[src/rtl/traffic_pkg.sv]
// rtl/traffic_pkg.sv - shared state codes, light encodings and head decode for the intersection scheduler
package traffic_pkg;

    typedef enum logic [2:0] {
        NS_G   = 3'd0,
        NS_Y   = 3'd1,
        RED_EW = 3'd2,
        EW_G   = 3'd3,
        EW_Y   = 3'd4,
        RED_NS = 3'd5
    } state_t;

    localparam logic [2:0] L_RED = 3'b100;
    localparam logic [2:0] L_YEL = 3'b010;
    localparam logic [2:0] L_GRN = 3'b001;

    // {light_ns, light_ew} for a given state; every non-listed state is all-red
    function automatic logic [5:0] heads_of(input state_t s);
        logic [5:0] h;
        case (s)
            NS_G:    h = {L_GRN, L_RED};
            NS_Y:    h = {L_YEL, L_RED};
            EW_G:    h = {L_RED, L_GRN};
            EW_Y:    h = {L_RED, L_YEL};
            default: h = {L_RED, L_RED};
        endcase
        return h;
    endfunction

endpackage

[src/rtl/approach_queue.sv]
// rtl/approach_queue.sv - per-approach arrival edge detector and saturating waiting-car counter
module approach_queue #(
    parameter int W = 4
) (
    input  logic         clock,
    input  logic         reset,
    input  logic         detect,
    input  logic         drain,
    output logic [W-1:0] count
);

    logic prev;
    logic rise;
    logic dec;

    assign rise = detect & ~prev;
    assign dec  = drain & (count != '0);

    // Edge history; cleared on reset so a detector held high across reset counts once
    always_ff @(posedge clock) begin
        if (reset) begin
            prev <= 1'b0;
        end else begin
            prev <= detect;
        end
    end

    // Arrival and discharge in the same cycle cancel; both ends saturate
    always_ff @(posedge clock) begin
        if (reset) begin
            count <= '0;
        end else begin
            case ({rise, dec})
                2'b10: if (count != '1) count <= count + 1'b1;
                2'b01: count <= count - 1'b1;
                default: count <= count;
            endcase
        end
    end

endmodule

[src/rtl/traffic_phase_scheduler.sv]
// rtl/traffic_phase_scheduler.sv - demand-actuated two-axis signal phase FSM with per-approach queues
module traffic_phase_scheduler
    import traffic_pkg::*;
#(
    parameter int MIN_GREEN = 3,
    parameter int MAX_GREEN = 6,
    parameter int YELLOW_T  = 2,
    parameter int ALLRED_T  = 1,
    parameter int W         = 4
) (
    input  logic         clock,
    input  logic         reset,
    input  logic         tick,
    input  logic         detect_ns,
    input  logic         detect_sn,
    input  logic         detect_ew,
    input  logic         detect_we,
    output logic [2:0]   light_ns,
    output logic [2:0]   light_ew,
    output logic [2:0]   phase,
    output logic         phase_chg,
    output logic [W-1:0] wait_ns,
    output logic [W-1:0] wait_sn,
    output logic [W-1:0] wait_ew,
    output logic [W-1:0] wait_we
);

    // The timer only has to reach the longest interval any state compares against
    localparam int T_A   = (MAX_GREEN > YELLOW_T) ? MAX_GREEN : YELLOW_T;
    localparam int T_SAT = (T_A > ALLRED_T) ? T_A : ALLRED_T;
    localparam int TW    = $clog2(T_SAT + 1);

    localparam logic [TW-1:0] SAT_V = TW'(T_SAT);
    localparam logic [TW-1:0] MIN_V = TW'(MIN_GREEN);
    localparam logic [TW-1:0] MAX_V = TW'(MAX_GREEN);
    localparam logic [TW-1:0] YEL_V = TW'(YELLOW_T);
    localparam logic [TW-1:0] AR_V  = TW'(ALLRED_T);

    state_t        state;
    state_t        nxt;
    logic          go;
    logic [TW-1:0] timer;
    logic [TW-1:0] elapsed;
    logic          dem_ns;
    logic          dem_ew;
    logic          drain_ns;
    logic          drain_ew;

    assign phase    = state;
    assign drain_ns = tick & (state == NS_G);
    assign drain_ew = tick & (state == EW_G);

    approach_queue #(.W(W)) u_q_ns (.clock(clock), .reset(reset), .detect(detect_ns), .drain(drain_ns), .count(wait_ns));
    approach_queue #(.W(W)) u_q_sn (.clock(clock), .reset(reset), .detect(detect_sn), .drain(drain_ns), .count(wait_sn));
    approach_queue #(.W(W)) u_q_ew (.clock(clock), .reset(reset), .detect(detect_ew), .drain(drain_ew), .count(wait_ew));
    approach_queue #(.W(W)) u_q_we (.clock(clock), .reset(reset), .detect(detect_we), .drain(drain_ew), .count(wait_we));

    // Elapsed counts the tick under evaluation; demand comes from the registered queues
    always_comb begin
        elapsed = (timer == SAT_V) ? timer : timer + 1'b1;
        dem_ns  = (wait_ns != '0) | (wait_sn != '0);
        dem_ew  = (wait_ew != '0) | (wait_we != '0);
    end

    // Next-state decision, only acted on in a tick cycle
    always_comb begin
        nxt = state;
        go  = 1'b0;
        case (state)
            NS_G: if (elapsed >= MIN_V && dem_ew && (!dem_ns || elapsed >= MAX_V)) begin
                nxt = NS_Y;
                go  = 1'b1;
            end
            NS_Y: if (elapsed == YEL_V) begin
                nxt = RED_EW;
                go  = 1'b1;
            end
            RED_EW: if (elapsed == AR_V) begin
                nxt = EW_G;
                go  = 1'b1;
            end
            EW_G: if (elapsed >= MIN_V && dem_ns && (!dem_ew || elapsed >= MAX_V)) begin
                nxt = EW_Y;
                go  = 1'b1;
            end
            EW_Y: if (elapsed == YEL_V) begin
                nxt = RED_NS;
                go  = 1'b1;
            end
            RED_NS: if (elapsed == AR_V) begin
                nxt = NS_G;
                go  = 1'b1;
            end
            default: begin
                nxt = RED_NS;
                go  = 1'b1;
            end
        endcase
    end

    // Phase FSM: state, dwell timer, registered light heads and entry pulse move together
    always_ff @(posedge clock) begin
        if (reset) begin
            state     <= RED_NS;
            timer     <= '0;
            light_ns  <= L_RED;
            light_ew  <= L_RED;
            phase_chg <= 1'b0;
        end else begin
            phase_chg <= 1'b0;
            if (tick) begin
                if (go) begin
                    state                <= nxt;
                    timer                <= '0;
                    phase_chg            <= 1'b1;
                    {light_ns, light_ew} <= heads_of(nxt);
                end else begin
                    timer <= elapsed;
                end
            end
        end
    end

endmodule

[config.mk]
export PLATFORM = sky130hd
export DESIGN_NAME = traffic_phase_scheduler
export DESIGN_NICKNAME = d
export VERILOG_FILES = /design/src/rtl/traffic_pkg.sv /design/src/rtl/approach_queue.sv /design/src/rtl/traffic_phase_scheduler.sv
export SDC_FILE = /design/constraint.sdc
export NUM_CORES = 1
export LEC_CHECK = 0
export BUFFER_PORTS_ARGS = -buffer_cell sky130_fd_sc_hd__buf_4
export CORE_MARGIN = 2
export CORE_UTILIZATION = 35
export DETAILED_ROUTE_END_ITERATION = 8
export SYNTH_ARGS = -nofsm -noshare
export SYNTH_HDL_FRONTEND = slang
export SYNTH_SLANG_ARGS = --single-unit
[constraint.sdc]
create_clock -name clock -period 2.85 [get_ports clock]
set_clock_uncertainty 0.15 [all_clocks]
set_input_delay 0.1425 -clock clock [delete_from_list [all_inputs] [get_ports clock]]
set_output_delay 0.1425 -clock clock [all_outputs]
set_load 0.01 [all_outputs]
=== After elaboration in Yosys (flattened, before gate mapping) ===
Index checks and enable logic that the tools add are counted.

* Add/subtract/negate cells: 9
* Order comparisons: 2
* Equality and inequality tests: 27
* Mux-type cells: 24
* Bitwise gates (word level): 17
* Reductions and logical operators: 26

{| class="wikitable"
|+ Operators by type and width
! operator !! count
|-
| 4-bit one-hot mux with 2 select lines || 4
|-
| 3-bit 2-to-1 mux || 8
|-
| 6-bit one-hot mux with 4 select lines || 1
|-
| 3-bit one-hot mux with 6 select lines || 1
|-
| 4-bit by 1-bit adder with 4-bit output, second input constant || 4
|-
| 4-bit 2-to-1 mux || 4
|-
| 4-bit != test, second input constant || 4
|-
| 4-bit nonzero test || 4
|-
| 4-bit by 1-bit subtractor with 4-bit output, second input constant || 4
|-
| 3-bit by 2-bit equality test with 1-bit output, second input constant || 4
|-
| 3-bit equality test, second input constant || 4
|-
| 1-bit AND || 10
|-
| 2-bit AND reduction || 5
|-
| 3-bit by 1-bit equality test with 1-bit output, second input constant || 3
|-
| 2-bit by 1-bit equality test with 1-bit output, second input constant || 4
|-
| 2-bit equality test, second input constant || 4
|-
| 2-bit by 1-bit != test with 1-bit output, second input constant || 4
|-
| 2-bit nonzero test || 4
|-
| 3-bit zero test || 2
|-
| 2-bit OR reduction || 3
|-
| 1-bit 2-to-1 mux || 5
|-
| 1-bit NOT || 5
|-
| 1-bit logical AND || 4
|-
| 1-bit one-hot mux with 4 select lines || 1
|-
| other kinds (6) || 9
|}

* Register bits: 33
* Input port bits: 7
* Output and inout port bits: 26
* Logic and storage cells: 118

=== Longest topological paths before layout ===
Gate-level depths: netlist of the first run.

* Word-level depth: 9
* Gate-level depth with buffers: 11
* Depth with buffers taken out: 10

=== Hierarchy ===
A second synthesis of the first run with hierarchy kept.

* Cells, all modules: 279
* Area total of the unflattened synthesis: 2288.4 µm²

{| class="wikitable"
|+ Modules (own cells, without submodules)
! module !! times used !! cells an instance !! area each (µm²) !! sequential area each (µm²)
|-
| approach_queue || 4 || 41 || 344.1 || 100.1
|-
| traffic_phase_scheduler || 1 || 115 || 912.1 || 260.2
|}

=== Worst setup path after synthesis of the first run ===
OpenSTA, ideal clock, no wires.

* Path type: reg2reg
* Start: register state[0], in the netlist phase[0]
* End: register u_q_ns.count[3]
* Setup time: 0.128 ns
* Data arrival time: 2.342 ns
* Data required time: 2.572 ns
* Setup slack: 0.231 ns
* Cell stages (with the launch flop): 11
* Buffers on the path: 0
* Clock period less this slack: 2.619 ns
* Path through: dfxtp_1 > or4b_1 > or3_1 > inv_1 > ha_1 > a21o_1 > a21oi_1 > or2_2 > o21ai_0 > xnor2_1 > nor2_1

* Longest elaborated chain between the ends: 6
* Elaborated cells between the ends (all ways): 9
* Classes of those cells: 3 x eq/ne; 1 x mux; 2 x bitwise; 3 x reduce/logical

{| class="wikitable"
|+ RTL lines
! element !! RTL line !! RTL
|-
| start, declared || traffic_phase_scheduler.sv:39 || <nowiki>state_t state;</nowiki>
|-
| start signal, assigned || traffic_phase_scheduler.sv:113 || <nowiki>state <= nxt;</nowiki>
|-
| 3-bit zero test (*) || traffic_phase_scheduler.sv:50 || <nowiki>assign drain_ns = tick & (state == NS_G);</nowiki>
|-
| 1-bit AND (*) || traffic_phase_scheduler.sv:50 ||
|-
| 1-bit AND (*) || approach_queue.sv:17 || <nowiki>assign dec = drain & (count != '0);</nowiki>
|-
| 2-bit equality test or 2-bit by 1-bit equality test with 1-bit output (tied branches) || approach_queue.sv:33 || <nowiki>case ({rise, dec})</nowiki>
|-
| 2-bit by 1-bit != test with 1-bit output (no line) or 2-bit nonzero test (tied branches) || -- ||
|-
| 2-bit AND reduction (no line) || -- ||
|-
| end signal, assigned || approach_queue.sv:34 || <nowiki>2'b10: if (count != '1) count <= count + 1'b1;</nowiki>
|-
| end signal, assigned || approach_queue.sv:35 || <nowiki>2'b01: count <= count - 1'b1;</nowiki>
|-
| end signal, assigned || approach_queue.sv:36 || <nowiki>default: count <= count;</nowiki>
|-
| end, declared || approach_queue.sv:9 || <nowiki>output logic [W-1:0] count</nowiki>
|}

Mark *: on every way between the ends. The rest lies on a longest branch, timed or not.
A chain may end at the register's enable or synchronous reset.

=== Worst setup path in the final report of the first run ===
* Start: register state[2], in the netlist phase[2]
* End: register u_q_sn.count[3]

* Longest elaborated chain between the ends: 6
* Elaborated cells between the ends (all ways): 9
* Classes of those cells: 3 x eq/ne; 1 x mux; 2 x bitwise; 3 x reduce/logical

{| class="wikitable"
|+ RTL lines
! element !! RTL line
|-
| 3-bit zero test (*) || traffic_phase_scheduler.sv:50
|-
| 1-bit AND (*) || traffic_phase_scheduler.sv:50
|-
| 1-bit AND (*) || approach_queue.sv:17
|-
| 2-bit equality test or 2-bit by 1-bit equality test with 1-bit output (tied branches) || approach_queue.sv:33
|-
| 2-bit by 1-bit != test with 1-bit output (no line) or 2-bit nonzero test (tied branches) || --
|-
| 2-bit AND reduction (no line) || --
|-
| end signal, assigned || approach_queue.sv:34
|-
| end signal, assigned || approach_queue.sv:35
|-
| end signal, assigned || approach_queue.sv:36
|-
| end, declared || approach_queue.sv:9
|}

Marks and branches as above.

==> results.cfg, run 1 <==
[timing]
unrepaired_setup_endpoints_after_global_routing = false
setup_viol_count_final = 0
final.setup.worst_slack_ns = 0.187
max_transition_viols_final = 0
period_minus_slack_ns = 2.66
final_min_period_over_clock_period = 0.934
fmax_mhz = 376
slew_of_the_pin_with_the_lowest_slew_margin_ns = 0.547
slew_headroom = 0.634
timing.setup.tns_ns = 0
hold_violations = 0

[clock_network]
cts_tree = yes
cts_setup_buffers = 0
cts_root_buffer = sky130_fd_sc_hd__clkbuf_8
clkSlewWorstSetupHoldPaths_ns = 0.07
cts_buffer_depth = 2
clkSinkCount = 33
clkLatencyLatePin_ns = 0.29
cts.htree.levels = 2
number_of_buffers_added_by_the_clock_tree_synthesis_step = 5

[drt]
drt_iter0_markers = 79
route.detailed.wl_per_inst_um = 13.1
drt_pass1_iterations = 4
drc_violations_left = 0
num_vias = 1871
ant_nets = 0
routed_wl_um = 4780
detail_route.vias_per_cell = 5.13

[global_route]
use_met3 = 0.0308
groute.layer.met1.usage = 0.205
grt-busiest-layer = met2
globalRouteOverflowTotal = 0
first_pass_grt_wire_length_um = 8200
grt_antenna_before_repair = 0
grt_use_total = 0.158
pin_count_of_the_biggest_net_entering_global_routing = 34
use_met2 = 0.258
number_of_global_route_vias_before_repair = 1761

[power]
leakage_uw = 0.00115
p_total_uw = 1770
vdd_ir_drop_max_mv = 0.492
p_per_area_nw_per_um2 = 675

[flow_run]
maxCapViolations = 0

[worst_hold_path]
timing.hold.worst_path_depth = 3
min_delay_worst_endpoint = timer[1]$_SDFFE_PP0P_
hold_start = tick
min_path_type = input pin to flip-flop

[final_layout]
fillers = 588
final_non_filler_cell_area_sq_um = 2620
finish.cell_count_without_fillers = 365
mostFrequentLayoutCell = sky130_fd_sc_hd__buf_4
area.sequential_sq_um = 661
mostFrequentLayoutCells = 40 x sky130_fd_sc_hd__buf_4, 33 x sky130_fd_sc_hd__dfxtp_1, 21 x sky130_fd_sc_hd__nand2_1, 20 x sky130_fd_sc_hd__inv_1, 18 x sky130_fd_sc_hd__nor2_1
multi_input_comb_area_sq_um = 1350
layout-area-overhead-vs-synth_pct = 24.6
diodes = 0
drive_gt1_frac = 0.203
nets = 312

[die]
die-height_um = 81.5
die_width_um = 81.5
start_util = 0.360
top_level_port_count = 33
std_cell_core_area_sq_um = 5850
area_enclosed_by_the_die_boundary_sq_um = 6650
placementRows = 28

[setup_path]
cp_data_required_time_ns = 2.87
critical_path_start_end_classification = flip-flop to flip-flop
reg2reg_to = u_q_sn.count[3]$_SDFFE_PP0P_
cp_data_arrival_time_ns = 2.68
rr_worst_depth = 10
crit_path_max_fanout = 4
worstSetupStartpointType = flip-flop
timing.reg2reg.setup_slack_ns = 0.19
worst_setup_path_end_kind = flip-flop
worst_r2r_startpoint = phase[2]$_SDFFE_PP1P_

[yosys]
netlist_instances = 247
synth_sequential_area_ratio = 0.314
asyncSetResetFlopFracSynth = 0
synth_nets = 269
ys.flop_type = sky130_fd_sc_hd__dfxtp_1
synth_enable_flop_cells = 0
syn_avg_cell_area_sq_um = 8.52
synth_area_sq_um = 2100
synth_seq_cells = 33
yosys_warnings = 0
yosysUniqueCellTypes = 47

[place]
place_ws_ns = 0.157
placement.io_buffers = 32
placedInstanceArea_sq_um = 2470
total_half_perimeter_wirelength_after_legalization_and_detailed_placement_um = 3460
dp.cells = 354
place.gp.congestion = 0.769

[run_status]
run_status = finished, final reports clean
-- synth_stat cells (6+ instances only) --
master,number,area [sq um]
sky130_fd_sc_hd__dfxtp_1,33,661
sky130_fd_sc_hd__nand2_1,21,78.8
sky130_fd_sc_hd__inv_1,20,75.1
sky130_fd_sc_hd__nor2_1,18,67.6
sky130_fd_sc_hd__a21oi_1,14,70.1
sky130_fd_sc_hd__xnor2_1,12,105
sky130_fd_sc_hd__ha_1,11,138
sky130_fd_sc_hd__nor2b_1,11,68.8
sky130_fd_sc_hd__a211oi_1,8,60.1
sky130_fd_sc_hd__mux2i_1,8,80.1
sky130_fd_sc_hd__o21ai_0,8,40.0
sky130_fd_sc_hd__or3_1,8,50.1
sky130_fd_sc_hd__clkbuf_1,7,26.3
sky130_fd_sc_hd__a31oi_1,6,37.5
-- layout make-up --
| type | count | area share |
|---|---|---|
| multi-input cells | 186 | 0.514 |
| clock inverters | 2 | 0.0134 |
| clock buffers | 5 | 0.0262 |
| well taps | 75 | 0.0358 |
| inverters | 20 | 0.0286 |
| flip-flops and latches | 33 | 0.252 |
| repair buffers | 44 | 0.130 |
-- layer usage --
layer,wire length [um],vias to the layer above
li1,-,966
met1,2290,865
met2,2250,32
met3,177,8
met4,70,0
met5,0,-
-- sequential cells by signal, indices dropped and copies added, names as in the netlist, 3 cells and up --
| name | flops |
|---|---|
| light_ew | 3 |
| phase | 3 |
| timer | 3 |
| u_q_sn.count | 4 |
| u_q_we.count | 4 |
| u_q_ns.count | 4 |
| u_q_ew.count | 4 |
| light_ns | 3 |
-- cell families (layout without fill, tap and decap cells) --
family	count (synthesis)	after routing	synth area share
AO/OA/AOI/OAI	57	57	0.200
XOR/XNOR	12	12	0.0499
adder cells (fa/ha/maj)	15	15	0.103
buffers and inverters	28	71	0.0505
flip-flops	33	33	0.314
multiplexers	9	9	0.0452
AND/OR/NAND/NOR	93	93	0.237
-- how the worst max path moves through the flow --
stage | cells after the start | startpoint | endpoint | slack (ns)
after detailed placement | 10 | phase[2]$_SDFFE_PP1P_ | u_q_ns.count[3]$_SDFFE_PP0P_ | 0.16
after CTS | 10 | phase[2]$_SDFFE_PP1P_ | u_q_ns.count[3]$_SDFFE_PP0P_ | 0.15
after global placement | 10 | phase[2]$_SDFFE_PP1P_ | u_q_ns.count[3]$_SDFFE_PP0P_ | 0.20
after global routing | 9 | timer[0]$_SDFFE_PP0P_ | light_ns[2]$_SDFFE_PP1P_ | 0.003
after floorplan | 10 | phase[0]$_SDFFE_PP1P_ | u_q_ns.count[3]$_SDFFE_PP0P_ | 0.23
final | 10 | phase[2]$_SDFFE_PP1P_ | u_q_sn.count[3]$_SDFFE_PP0P_ | 0.19
-- power by group --
| part | switching, uW | leakage (uW) | internal, uW |
|---|---|---|---|
| combinational | 394 | 0.000825 | 361 |
| clock | 179 | 0.0000540 | 254 |
| sequential | 51.6 | 0.000270 | 531 |
-- critical path, stage by stage (launching register included) --
cell	delay (ns)
sky130_fd_sc_hd__dfxtp_1	0.31
sky130_fd_sc_hd__or4b_1	0.55
sky130_fd_sc_hd__or3_1	0.44
sky130_fd_sc_hd__inv_1	0.14
sky130_fd_sc_hd__ha_1	0.23
sky130_fd_sc_hd__a21o_1	0.17
sky130_fd_sc_hd__a21oi_1	0.16
sky130_fd_sc_hd__or2_2	0.13
sky130_fd_sc_hd__o21ai_1	0.06
sky130_fd_sc_hd__xnor2_1	0.15
sky130_fd_sc_hd__nor2_1	0.05
-- per-stage QoR --
stage,hold WS (ns),utilization
global placement,0.210,0.422
global route,0.0331,0.448
floorplan,0.121,-
CTS,0.0234,0.446
detailed placement,0.217,0.422
finish,0.0277,0.448
-- timing repair --
item / in CTS / in global routing
gates resized for setup: 0 / 3
hold endpoints to repair: 4 / 0
endpoints found under the setup margin: 0 / 4
hold buffers: 4 / 0
Note: power is estimated with default switching activity, not from simulation.
==> run 2, diff against run 1 <==
--- a/config.mk
+++ b/config.mk
@@ -6,9 +6,13 @@
 export NUM_CORES = 1
 export LEC_CHECK = 0
 export BUFFER_PORTS_ARGS = -buffer_cell sky130_fd_sc_hd__buf_4
+export CAP_MARGIN = 15
+export CELL_PAD_IN_SITES_DETAIL_PLACEMENT = 0
+export CELL_PAD_IN_SITES_GLOBAL_PLACEMENT = 2
 export CORE_MARGIN = 2
-export CORE_UTILIZATION = 35
+export CORE_UTILIZATION = 34
 export DETAILED_ROUTE_END_ITERATION = 8
+export PLACE_DENSITY_LB_ADDON = 0.1
 export SYNTH_ARGS = -nofsm -noshare
 export SYNTH_HDL_FRONTEND = slang
 export SYNTH_SLANG_ARGS = --single-unit
==> run 2 against run 1 <==
Against the previous run:
- sequential cell count is the same
- non-clock buffer count increased by 7
- sequential share of layout area is 0.60 points lower
- combinational power up 5.0%
- sequential power is 0.7% lower
- final cell count increased by 2.2%
- hold slack improved by 0.0085 ns
- global-route usage grew 0.11 points
- critical path depth unchanged
- clock power is 6.9% higher
==> results.cfg, run 2 (synthesis gave the netlist of run 1 again) <==
[worst_hold_path]
min_delay_worst_endpoint = timer[1]$_SDFFE_PP0P_
timing.hold.worst_path_depth = 3
hold_start = tick
min_path_type = input pin to flip-flop

[place]
place.gp.congestion = 0.720
placement.io_buffers = 32
total_half_perimeter_wirelength_after_legalization_and_detailed_placement_um = 3550
placedInstanceArea_sq_um = 2520
dp.cells = 361

[setup_path]
worst_setup_path_end_kind = flip-flop
worst_r2r_startpoint = phase[2]$_SDFFE_PP1P_
rr_worst_depth = 10
critical_path_buf_inv_count = 1
worstSetupStartpointType = flip-flop
critical_path_start_end_classification = flip-flop to flip-flop
crit_path_max_fanout = 4
path_cells = or4b_1 > or3_4 > inv_2 > ha_1 > a21o_1 > a21oi_1 > or2_2 > o21ai_0 > xnor2_1 > nor2_1
cp_data_arrival_time_ns = 2.68
cpMaxStageDelayCell = sky130_fd_sc_hd__or4b_1
critical-path-max-stage-delay_ns = 0.57
cp_data_required_time_ns = 2.85
critical_path.top_delay_family = simple AND/OR/NAND/NOR gates
reg2reg_to = u_q_ns.count[3]$_SDFFE_PP0P_
timing.reg2reg.setup_slack_ns = 0.17

[die]
std_cell_core_area_sq_um = 5960
start_util = 0.353
die_width_um = 82.7
die-height_um = 82.7
top_level_port_count = 33
placementRows = 28
area_enclosed_by_the_die_boundary_sq_um = 6840

[final_layout]
mostFrequentLayoutCells = 47 x sky130_fd_sc_hd__buf_4, 33 x sky130_fd_sc_hd__dfxtp_1, 21 x sky130_fd_sc_hd__nand2_1, 19 x sky130_fd_sc_hd__inv_1, 18 x sky130_fd_sc_hd__nor2_1
nets = 319
final_non_filler_cell_area_sq_um = 2690
layout-area-overhead-vs-synth_pct = 27.6
diodes = 0
finish.cell_count_without_fillers = 373
drive_gt1_frac = 0.225
mostFrequentLayoutCell = sky130_fd_sc_hd__buf_4

[global_route]
grt_antenna_before_repair = 0
first_pass_grt_wire_length_um = 8380
number_of_global_route_vias_before_repair = 1758
grt_use_total = 0.159
pin_count_of_the_biggest_net_entering_global_routing = 34
globalRouteOverflowTotal = 0

[power]
p_per_area_nw_per_um2 = 683
vdd_ir_drop_max_mv = 0.289
leakage_uw = 0.00119

[timing]
fmax_mhz = 374
final_min_period_over_clock_period = 0.939
hold_violations = 0
period_minus_slack_ns = 2.68
slew_of_the_pin_with_the_lowest_slew_margin_ns = 0.552
unrepaired_setup_endpoints_after_global_routing = false
timing.setup.tns_ns = 0
slew_headroom = 0.622
setup_viol_count_final = 0
max_transition_viols_final = 0

[drt]
ant_nets = 0
drc_violations_left = 0
route.detailed.wl_per_inst_um = 13.3
routed_wl_um = 4960
num_vias = 1897
drt_pass1_iterations = 4
detail_route.vias_per_cell = 5.09
drt_iter0_markers = 42

[clock_network]
number_of_buffers_added_by_the_clock_tree_synthesis_step = 5
cts_root_buffer = sky130_fd_sc_hd__clkbuf_8
clkSinkCount = 33
cts_tree = yes
cts_setup_buffers = 0
cts.htree.levels = 2
clkLatencyLatePin_ns = 0.29
cts_buffer_depth = 2
clkSlewWorstSetupHoldPaths_ns = 0.08

[flow_run]
maxCapViolations = 0

[run_status]
run_status = finished, final reports clean
-- run 2: cell type report --
class | instances | area (sq um)
fill | 634 | 3270
multi-input combinational | 186 | 1350
sequential | 33 | 661
timing repair buffer | 51 | 393
tap | 75 | 93.8
clock buffer | 7 | 86.3
inverter | 20 | 75.1
clock inverter | 1 | 30.0
-- run 2: timing repair --
action / in CTS / in global routing
gates resized for setup: 0 / 3
hold buffers: 4 / 0
endpoints found under the hold margin: 4 / 0
setup endpoints to repair: 0 / 2
-- run 2: worst max path at each step --
stage | to | slack [ns] | depth (start not counted) | from
CTS | u_q_ns.count[3]$_SDFFE_PP0P_ | 0.1 | 10 | phase[2]$_SDFFE_PP1P_
finish | u_q_ns.count[3]$_SDFFE_PP0P_ | 0.17 | 10 | phase[2]$_SDFFE_PP1P_
global placement | u_q_ns.count[3]$_SDFFE_PP0P_ | 0.18 | 10 | phase[2]$_SDFFE_PP1P_
floorplan | u_q_ns.count[3]$_SDFFE_PP0P_ | 0.23 | 10 | phase[0]$_SDFFE_PP1P_
detailed placement | u_q_ns.count[3]$_SDFFE_PP0P_ | 0.13 | 10 | phase[2]$_SDFFE_PP1P_
global route | u_q_sn.count[3]$_SDFFE_PP0P_ | 0.04 | 10 | phase[2]$_SDFFE_PP1P_
-- run 2: stage by stage --
stage / hold WS, ns / power (uW) / setup WS (ns) / utilization
after floorplan: 0.121 / 1070 / 0.231 / -
after global placement: 0.213 / 1380 / 0.179 / 0.423
after detailed placement: 0.221 / 1390 / 0.133 / 0.423
after CTS: 0.0380 / 1860 / 0.0997 / 0.449
after global routing: 0.0423 / 1960 / 0.0380 / 0.451
final: 0.0361 / 1830 / 0.174 / 0.451
-- run 2: routing by layer --
metal  up-vias  wire length, um  track usage
met5         -                0            0
met4         0               19       0.0344
met3         2              159       0.0359
met2        33             2240        0.255
met1       884             2530        0.219
li1        978                -            -
-- run 2: worst reg2reg max path, delay by kind of cell (launching register included) --
kind            cells  cell delay, ns
buf+inv             1            0.09
flops               1            0.32
compound gates      3            0.43
simple gates        4            1.19
fa+ha+maj           1            0.22
xor+xnor            1            0.15
-- run 2: power breakdown --
group	switching [uW]	internal, uW	total [uW]
logic	402	391	793
registers	47.8	531	579
clock network	178	285	463
==> run 3, diff against run 2 <==
==> constraint.sdc (replaced) <==
create_clock -name clock -period 2.9 [get_ports clock]
set_clock_uncertainty 0.15 [all_clocks]
set_input_delay 0.145 -clock clock [delete_from_list [all_inputs] [get_ports clock]]
set_output_delay 0.145 -clock clock [all_outputs]
set_load 0.01 [all_outputs]
==> run 3 against run 2 <==
Against the previous run:
- clock power decreased by 3%
- sequential power fell by 1%
- sequential cell count unchanged
- utilization down 0.80 points
- register-to-register slack is essentially flat
- critical path depth stayed put
- critical endpoint unchanged
==> results.cfg, run 3 (synthesis gave the netlist of run 1 again) <==
[run_status]
run_status = finished, final reports clean

[global_route]
number_of_global_route_vias_before_repair = 1735
pin_count_of_the_biggest_net_entering_global_routing = 34
grt_use_total = 0.158
use_met2 = 0.240
globalRouteOverflowTotal = 0
use_met3 = 0.0348
groute.layer.met1.usage = 0.226
grt_antenna_before_repair = 0
first_pass_grt_wire_length_um = 8330
grt-busiest-layer = met2

[clock_network]
cts.htree.levels = 2
cts_setup_buffers = 0
clkSlewWorstSetupHoldPaths_ns = 0.07
cts_tree = yes
clkSinkCount = 33
cts_root_buffer = sky130_fd_sc_hd__clkbuf_8
number_of_buffers_added_by_the_clock_tree_synthesis_step = 5
clkLatencyLatePin_ns = 0.28
post_cts_resized = 0
cts_buffer_depth = 2

[final_layout]
mostFrequentLayoutCell = sky130_fd_sc_hd__buf_4
layout-area-overhead-vs-synth_pct = 25.4
multi_input_comb_area_sq_um = 1340
nets = 314
area.sequential_sq_um = 661
mostFrequentLayoutCells = 42 x sky130_fd_sc_hd__buf_4, 33 x sky130_fd_sc_hd__dfxtp_1, 21 x sky130_fd_sc_hd__nand2_1, 20 x sky130_fd_sc_hd__inv_1, 18 x sky130_fd_sc_hd__nor2_1
drive_gt1_frac = 0.201
fillers = 628
diodes = 0

[setup_path]
critical_path_start_end_classification = flip-flop to flip-flop
critical_path.top_delay_family = simple AND/OR/NAND/NOR gates
cp_data_required_time_ns = 2.91
cpMaxStageDelayCell = sky130_fd_sc_hd__or4b_1
cp_data_arrival_time_ns = 2.73
crit_path_max_fanout = 4
path_cells = or4b_1 > or3_1 > inv_1 > ha_1 > a21o_1 > a21oi_1 > or2_2 > o21ai_0 > xnor2_1 > nor2_1
worst_setup_path_end_kind = flip-flop
worstSetupStartpointType = flip-flop
critical_path_buf_inv_count = 1
critical-path-max-stage-delay_ns = 0.56

[place]
placement.io_buffers = 32
total_half_perimeter_wirelength_after_legalization_and_detailed_placement_um = 3490
place.gp.congestion = 0.766
place_ws_ns = 0.205

[power]
p_total_uw = 1750
vdd_ir_drop_max_mv = 0.297
p_per_area_nw_per_um2 = 665
leakage_uw = 0.00116

[timing]
unrepaired_setup_endpoints_after_global_routing = false
setup_viol_count_final = 0
fmax_mhz = 367
slew_headroom = 0.588
slew_of_the_pin_with_the_lowest_slew_margin_ns = 0.602
timing.setup.tns_ns = 0
hold_violations = 0
period_minus_slack_ns = 2.72
final_min_period_over_clock_period = 0.939
final.setup.worst_slack_ns = 0.177
max_transition_viols_final = 0

[worst_hold_path]
min_path_type = input pin to flip-flop

[drt]
num_vias = 1826
detail_route.vias_per_cell = 4.96
drt_iter0_markers = 93
route.detailed.wl_per_inst_um = 13.2
ant_nets = 0
drt_pass1_iterations = 4
drc_violations_left = 0
routed_wl_um = 4880

[die]
die_width_um = 82.7
std_cell_core_area_sq_um = 5960
placementRows = 28
top_level_port_count = 33
start_util = 0.353
area_enclosed_by_the_die_boundary_sq_um = 6840
die-height_um = 82.7

[flow_run]
maxCapViolations = 0
## run 3: cell types whose count changed in the layout (fill, tap and decap cells not counted)
cell / before / now
sky130_fd_sc_hd__buf_4: 47 / 42
sky130_fd_sc_hd__or3_4: 2 / 0
sky130_fd_sc_hd__or3_1: 6 / 8
sky130_fd_sc_hd__inv_1: 19 / 20
sky130_fd_sc_hd__inv_2: 1 / 0
## run 3: per-stage QoR
| stage | std cells | instance area, sq um | util | hold slack, ns |
|---|---|---|---|---|
| 6_report | 368 | 2640 | 0.443 | 0.0501 |
| 5_1_grt | 368 | 2640 | 0.443 | 0.0643 |
| 4_1_cts | 368 | 2640 | 0.443 | 0.0410 |
| 3_5_place_dp | 356 | 2480 | 0.417 | 0.223 |
| 3_3_place_gp | 356 | 2480 | 0.417 | 0.215 |
| 2_1_floorplan | 247 | 2100 | - | 0.123 |
## run 3: worst paths after layout
| check | startpoint | endpoint | slack [ns] | depth (start not counted) |
|---|---|---|---|---|
| worst min-delay path | tick | timer[1]$_SDFFE_PP0P_ | 0.05 | 3 |
| worst max-delay path | phase[2]$_SDFFE_PP1P_ | u_q_ns.count[3]$_SDFFE_PP0P_ | 0.18 | 10 |
| worst min register to register | light_ew[0]$_SDFFE_PP0P_ | light_ew[0]$_SDFFE_PP0P_ | 0.32 | 2 |
| worst max register to register | phase[2]$_SDFFE_PP1P_ | u_q_ns.count[3]$_SDFFE_PP0P_ | 0.18 | 10 |
## run 3: metal layers
layer,up-vias,part of all wire,routed length [um]
li1,969,-,-
met1,824,0.52,2560
met2,28,0.43,2120
met3,5,0.032,155
met4,0,0.0094,46
met5,-,0,0
## run 3: layout make-up
class / count / share of cell area
multi-input cells: 186 / 0.507
flip-flops and latches: 33 / 0.250
repair buffers: 46 / 0.135
well taps: 75 / 0.0356
clock buffers: 7 / 0.0327
inverters: 20 / 0.0284
clock inverters: 1 / 0.0114
## run 3: worst reg2reg max path: stages (launching register included)
cell,delay [ns]
sky130_fd_sc_hd__dfxtp_1,0.31
sky130_fd_sc_hd__or4b_1,0.56
sky130_fd_sc_hd__or3_1,0.46
sky130_fd_sc_hd__inv_1,0.13
sky130_fd_sc_hd__ha_1,0.24
sky130_fd_sc_hd__a21o_1,0.18
sky130_fd_sc_hd__a21oi_1,0.16
sky130_fd_sc_hd__or2_2,0.12
sky130_fd_sc_hd__o21ai_0,0.08
sky130_fd_sc_hd__xnor2_1,0.16
sky130_fd_sc_hd__nor2_1,0.05
## run 3: timing repair
item                       4_1_cts  5_1_grt
setup endpoints to repair        0        0
hold endpoints to repair         4        0
hold buffers                     4        0
## run 3: report_power, final
group	internal, uW	switching, uW
combinational	350	380
sequential	522	51.3
clock	280	171
